$ cat src/rtl/jk_reg_bank.sv
// jk_reg_bank: WIDTH-bit bank of JK flip-flops with shared clock enable,
// synchronous reset, JK / count-up / count-down / parallel-load modes.
//
// Ports:
//   CLK        clock, all state updates on the rising edge
//   RST        synchronous reset, active-high, highest priority
//   EN         clock enable; when low Q holds and WRAP clears
//   MODE[1:0]  00 JK, 01 count up, 10 count down, 11 parallel load
//   J, K       per-bit JK inputs (MODE 00 only)
//   D          parallel load data (MODE 11 only)
//   Q, Q_n     registered state and its combinational complement
//   TC         terminal count (combinational, independent of EN)
//   WRAP       registered one-cycle pulse on a counter wrap
//
// Optional build macro JK_REG_BANK_SAT_EN: count modes saturate at their
// limit instead of wrapping; WRAP then pulses on a count attempted at the
// limit and Q is left unchanged on that edge.

module jk_reg_bank #(
    parameter int              WIDTH     = 8,
    parameter logic [WIDTH-1:0] RESET_VAL = {WIDTH{1'b0}}
) (
    input  logic             CLK,
    input  logic             RST,
    input  logic             EN,
    input  logic [1:0]       MODE,
    input  logic [WIDTH-1:0] J,
    input  logic [WIDTH-1:0] K,
    input  logic [WIDTH-1:0] D,
    output logic [WIDTH-1:0] Q,
    output logic [WIDTH-1:0] Q_n,
    output logic             TC,
    output logic             WRAP
);

    localparam logic [1:0] MODE_JK   = 2'b00;
    localparam logic [1:0] MODE_UP   = 2'b01;
    localparam logic [1:0] MODE_DN   = 2'b10;
    localparam logic [1:0] MODE_LOAD = 2'b11;

    logic [WIDTH-1:0] q_r;
    logic             wrap_r;

    logic [WIDTH-1:0] up_t;
    logic [WIDTH-1:0] dn_t;
    logic [WIDTH-1:0] j_eff;
    logic [WIDTH-1:0] k_eff;
    logic [WIDTH-1:0] q_nxt;
    logic             all_ones;
    logic             all_zero;
    logic             tc_c;

    // Toggle enables for a synchronous JK counter: bit i toggles when
    // every lower bit is 1 (up) or every lower bit is 0 (down).
    always_comb begin
        logic lo_ones;
        logic lo_zero;
        lo_ones = 1'b1;
        lo_zero = 1'b1;
        up_t    = '0;
        dn_t    = '0;
        for (int i = 0; i < WIDTH; i++) begin
            up_t[i] = lo_ones;
            dn_t[i] = lo_zero;
            lo_ones = lo_ones & q_r[i];
            lo_zero = lo_zero & ~q_r[i];
        end
    end

    assign all_ones = &q_r;
    assign all_zero = ~|q_r;

    always_comb begin
        tc_c = 1'b0;
        case (MODE)
            MODE_UP: tc_c = all_ones;
            MODE_DN: tc_c = all_zero;
            default: tc_c = 1'b0;
        endcase
    end

    // Every mode is expressed as J/K drive into the same flop equation;
    // a load is J=D, K=~D.
    always_comb begin
        j_eff = '0;
        k_eff = '0;
        case (MODE)
            MODE_JK: begin
                j_eff = J;
                k_eff = K;
            end
            MODE_UP: begin
                j_eff = up_t;
                k_eff = up_t;
            end
            MODE_DN: begin
                j_eff = dn_t;
                k_eff = dn_t;
            end
            MODE_LOAD: begin
                j_eff = D;
                k_eff = ~D;
            end
            default: begin
                j_eff = '0;
                k_eff = '0;
            end
        endcase
`ifdef JK_REG_BANK_SAT_EN
        // At the limit the counter holds instead of wrapping.
        if (tc_c) begin
            j_eff = '0;
            k_eff = '0;
        end
`endif
    end

    assign q_nxt = (j_eff & ~q_r) | (~k_eff & q_r);

    // The wrap (or saturating-attempt) event is an enabled edge where
    // the count mode sits at its terminal value.
    always_ff @(posedge CLK) begin
        if (RST) begin
            q_r    <= RESET_VAL;
            wrap_r <= 1'b0;
        end else if (EN) begin
            q_r    <= q_nxt;
            wrap_r <= tc_c;
        end else begin
            wrap_r <= 1'b0;
        end
    end

    assign Q    = q_r;
    assign Q_n  = ~q_r;
    assign TC   = tc_c;
    assign WRAP = wrap_r;

endmodule

$ cat config.mk
export PLATFORM = sky130hd
export DESIGN_NAME = jk_reg_bank
export DESIGN_NICKNAME = d
export VERILOG_FILES = /design/src/rtl/jk_reg_bank.sv
export SDC_FILE = /design/constraint.sdc
export NUM_CORES = 1
export LEC_CHECK = 0
export ABC_AREA = 0
export CAP_MARGIN = 20
export CORE_MARGIN = 4
export CORE_UTILIZATION = 36
export DETAILED_ROUTE_END_ITERATION = 16
export HOLD_SLACK_MARGIN = 0.03
export PLACE_DENSITY_LB_ADDON = 0.3
export SETUP_SLACK_MARGIN = 0.2
export SLEW_MARGIN = 20
export SYNTH_ARGS = -nofsm -noshare
export SYNTH_HDL_FRONTEND = slang
export SYNTH_SLANG_ARGS = --single-unit
$ cat constraint.sdc
create_clock -name CLK -period 1.7 [get_ports CLK]
set_clock_uncertainty 0.1 [all_clocks]
set_input_delay 0.17 -clock CLK [delete_from_list [all_inputs] [get_ports CLK]]
set_output_delay 0.17 -clock CLK [all_outputs]
set_load 0.02 [all_outputs]
Yosys cells after proc, flatten, opt, wreduce, memory -nomap -nowiden
Cells that the tools add are included.
{"block": "word_totals", "elab_cells": 39, "reg_bits": 9, "inputBits": 29, "out_inout_bits": 18}
{"block": "op_classes", "muxes": 3, "n_reduce_logical": 5, "n_eq_ne": 3, "n_bitwise": 26}
{"op": "one-hot mux 8 bit (4 select lines)", "count": 2}
{"op": "inverter 8 bit", "count": 3}
{"op": "AND 8 bit", "count": 2}
{"op": "AND 1 bit", "count": 12}
{"op": "inverter 1 bit", "count": 8}
{"op": "OR 8 bit", "count": 1}
{"op": "AND reduction 8 bit", "count": 1}
{"op": "OR reduction 8 bit", "count": 1}
{"op": "== test 2 bit, second input constant", "count": 2}
{"op": "== test 2 x 1 -> 1 bit, second input constant", "count": 1}
{"op": "logical NOT 2 bit", "count": 1}
{"op": "one-hot mux 1 bit (2 select lines)", "count": 1}
{"op": "OR reduction 2 bit", "count": 1}
{"op": "logical NOT 1 bit", "count": 1}

Longest topological paths before layout
{"block": "depth", "ltp_word": 11, "ltp_mapped": 7, "ltp_nobuf": 6}

Worst setup path after synthesis
No wires, ideal clock.
{"block": "synth_path", "kind": "register -> output", "startpoint": "register q_r[1], in the netlist Q[1]", "endpoint": "output TC", "path_slack_ns": -0.289, "n_path_buf": 0, "arrival_ns": 1.719, "t_required_ns": 1.430, "path_stages_with_launch": 5, "cell_sequence": "dfxtp_1 > or4b_4 > nor3_1 > nand3_1 > a21oi_1"}
{"block": "synth_via", "elab_chain_cells": 3, "elab_cells_between_ends": 4, "cone_classes": "1 x mux; 3 x reduce/logical"}
{"item": "start: declaration", "line": "41", "rtl": "logic [WIDTH-1:0] q_r;"}
{"item": "start signal: assignment", "line": "127", "rtl": "q_r <= q_nxt;"}
{"item": "OR reduction 8 bit", "line": "71", "rtl": "assign all_zero = ~|q_r;"}
{"item": "logical NOT 1 bit", "line": "71"}
{"item": "one-hot mux 1 bit (2 select lines) (*)", "line": "75", "rtl": "case (MODE)"}
{"item": "end: declaration", "line": "32", "rtl": "output logic TC,"}
Every way passes the cells marked *; elsewhere a longest branch is shown, timed or not.

Worst setup path after layout
Ends and elaborated chain as after synthesis.

==> flow_summary.yaml <==
clock_tree:
  tritoncts: "done"
  cts_max_path_buffers: 2
  hold_fix_buffers_cts: 0
  clkTransAtPathRegs_ns: 0.09
  cts_inserted_buffers: 3
  clock_sinks: 9
  cts-htree-levels: 1
  cts-root-buf: "sky130_fd_sc_hd__clkbuf_4"
  worstSkewPairLatency_ns: 0.29
die:
  die-area_um2: 3410
  placement_rows: 17
  dieWidth_um: 58.4
  io-pin-count: 47
  placeableCoreArea_um2: 2320
  die-height_um: 58.4
  initial_core_util_pct: 39.4
setup_path:
  number_of_cells_on_the_worst_reg_to_reg_path: 10
  path_class: "reg -> out"
  timing.critical_path.depth: 5
  critical-path-top-delay-family: "simple AND/OR/NAND/NOR gates"
  critPathMaxStageDelay_ns: 0.57
  cp_cell_sequence: "or4b_4, nor3_4, nand3_2, a21oi_4, buf_6"
  worst-endpoint-arrival_ns: 1.76
  critical_path_required_ns: 1.43
  worstSetupEndpointType: "primary output"
  critical_path_fanouts_max: 2
  cp.buffers_inverters: 1
  timing.rr.end: "Q[4]"
  startpoint_type: "flop"
  critical_path.reg2reg.startpoint: "Q[0]"
  rrSetupSlack_ns: -0.16
  critical-path-slowest-cell: "sky130_fd_sc_hd__or4b_4"
timing:
  fin_crit_sh_pct: 119
  period_needed_ns: 2.03
  setup_viol_count_final: 7
  tightest_slew_ns: 0.338
  max_freq_ghz: 0.493
  rsz0062_at_grt: "yes"
  final-max-slew-violation-count: 0
  postLayoutSetupSlackWorst_ns: -0.328
  finalSetupTns_ns: -0.903
  timing.slew.headroom_pct: 77.4
  timing_hold_violations_final: 0
drt:
  drtPass1Iterations: 5
  totalWireLength_um: 4990
  drc_marker_count_from_the_first_detailed_route_iteration: 121
  via_per_inst: 6.30
  detail_route.drc_violations: 0
  vias: 1512
  routedWlPerCell_um: 20.8
  drtAntennaViolNets: 0
place:
  routabilityCongestion: 0.846
  dpl.cell_count: 226
  total_of_buffers_placed_on_input_and_output_ports: 46
  place.detailed.hpwl_um: 2960
cells_and_area:
  final_cell_count_no_fill: 240
  antenna_cells_inserted: 0
  area_delta_synth_final_pct: 115
  drive_gt1_share_pct: 44.3
  regArea_um2: 191
  multi_input_logic_area_um2: 838
  finalNetCount: 246
  nFillCells: 124
synth:
  synth.lib_cells_used.distinct: 41
  synth.area.top_cells: "sky130_fd_sc_hd__dfxtp_1 20%, sky130_fd_sc_hd__inv_1 6.2%, sky130_fd_sc_hd__ha_1 5.5%"
  async_flop_share_pct: 0
  yosysMostFrequentCell: "sky130_fd_sc_hd__inv_1"
  synth_top_area_cell: "sky130_fd_sc_hd__dfxtp_1"
  synth_enable_flop_cells: 0
  yosys_register_bits: 9
  yosys_warnings: 0
  postSynthNetCount: 156
  synth-main-ff-cell: "sky130_fd_sc_hd__dfxtp_1"
  synth.yosys.seq_area_share_pct: 19.7
  synth.top_cell.area_share_pct: 19.7
  synthesis.area_per_instance_um2: 7.43
  synth_area_um2: 913
  synth_cells: 123
  synth_top_cells_by_count: "15 x sky130_fd_sc_hd__inv_1, 9 x sky130_fd_sc_hd__dfxtp_1, 8 x sky130_fd_sc_hd__o21ai_0"
job:
  drv_cap: 0
run_status:
  failed_checks: "negative setup slack"
  run_status: "finished with violations"
hold_path:
  worstHoldPathType: "in -> reg"
  whs_path_depth: 3
  worstHoldEndpoint: "Q[6]"
  hold_path_startpoint: "D[6]"
global_route:
  grt_overflow: 0
  grt_pass1_wl_um: 7180
  grt_antenna_before_repair: 0
  grt_start_max_net_pins: 11
  grt_util_all_layers_pct: 27.6
  grt_pass1_vias: 1592
pwr:
  power_per_cell_area_nw_per_um2: 583
  vdd.ir_drop.worst_uv: 570
  p_leak_nw: 0.811
[per-layer routing]
metal / part of all wire (%) / GRT usage [%]
met5: 0 / 0
met4: 5.2 / 17.2
met3: 8.9 / 7.89
met2: 47 / 46.7
met1: 39 / 30.2
[report_power, final]
part	switching, W	internal, W	leakage (nW)
Combinational	0.000349	0.000326	0.720
Sequential	0.0000264	0.000238	0.0765
Clock	0.000112	0.0000914	0.0150
[cells in the final DEF (no fill, tap or decap), types with 3 or more instances in the layout]
cell,netlist,layout
sky130_fd_sc_hd__dfxtp_1,9,4
sky130_fd_sc_hd__a31oi_1,4,4
sky130_fd_sc_hd__nand2_1,6,5
sky130_fd_sc_hd__clkbuf_4,0,3
sky130_fd_sc_hd__nor2b_1,3,3
sky130_fd_sc_hd__buf_4,0,32
sky130_fd_sc_hd__o21ai_0,8,5
sky130_fd_sc_hd__dfxtp_2,0,3
sky130_fd_sc_hd__inv_1,15,13
sky130_fd_sc_hd__o211ai_1,4,4
sky130_fd_sc_hd__nor2_1,5,5
sky130_fd_sc_hd__a21oi_1,5,3
sky130_fd_sc_hd__buf_6,0,14
sky130_fd_sc_hd__nand3_2,0,3
sky130_fd_sc_hd__nand2b_1,4,4
sky130_fd_sc_hd__a211oi_2,0,4
sky130_fd_sc_hd__buf_2,0,3
sky130_fd_sc_hd__nand3_1,6,3
sky130_fd_sc_hd__dlygate4sd2_1,0,12
sky130_fd_sc_hd__clkdlybuf4s50_1,0,27
[timing repair]
action,in CTS,in global routing
endpoints found under the setup margin,26,14
gates resized for setup,68,23
setup buffers,7,3
pin swaps,14,12
[cell type report]
class                   instances  area share (%)
inverters                      15            2.87
multi-input cells              93            42.8
repair buffers                 91            41.5
flip-flops and latches          9            9.76
well taps                      28            1.79
clock buffers                   4            1.34
[worst register-to-register path, delay by kind of cell (launching register included)]
family / cells / cell delay, ns
compound gates: 1 / 0.05
simple gates: 2 / 0.34
mux: 1 / 0.15
buf+inv: 6 / 0.76
flops: 1 / 0.36
[state kept, by name (all words and copies together) (netlist names)]
name / count
WRAP: 1
Q: 8
[metrics by stage]
step	power (W)	area (um2)	hold slack, ns	utilization (%)	worst slack, ns
CTS	0.00105	1870	0.429	80.7	-0.368
finish	0.00114	1960	0.415	84.6	-0.328
global route	0.00117	1960	0.452	84.6	-0.388
detailed placement	0.000817	1670	0.546	72.2	-1.01
floorplan	0.000511	940	0.130	-	0.00754
global placement	0.000801	1670	0.537	72.2	-0.903
[worst max-delay path by stage]
stage	startpoint	to	slack, ns
after floorplan	Q[0]	TC	0.008
after global placement	MODE[1]	TC	-0.90
after detailed placement	MODE[1]	TC	-1.01
after CTS	Q[1]	TC	-0.37
after global routing	Q[1]	TC	-0.39
final	Q[1]	TC	-0.33
[cell families (layout without fill, tap and decap cells)]
group / count (synthesis) / after routing / synth area share, %
AOI/OAI and AO/OA: 46 / 46 / 38.1
buffers and inverters: 21 / 110 / 8.63
muxes: 1 / 1 / 1.10
DFF: 9 / 9 / 19.7
and+or+nand+nor: 42 / 42 / 27.0
adders and majority gates: 4 / 4 / 5.48
Note: power is estimated with default switching activity, not from simulation.
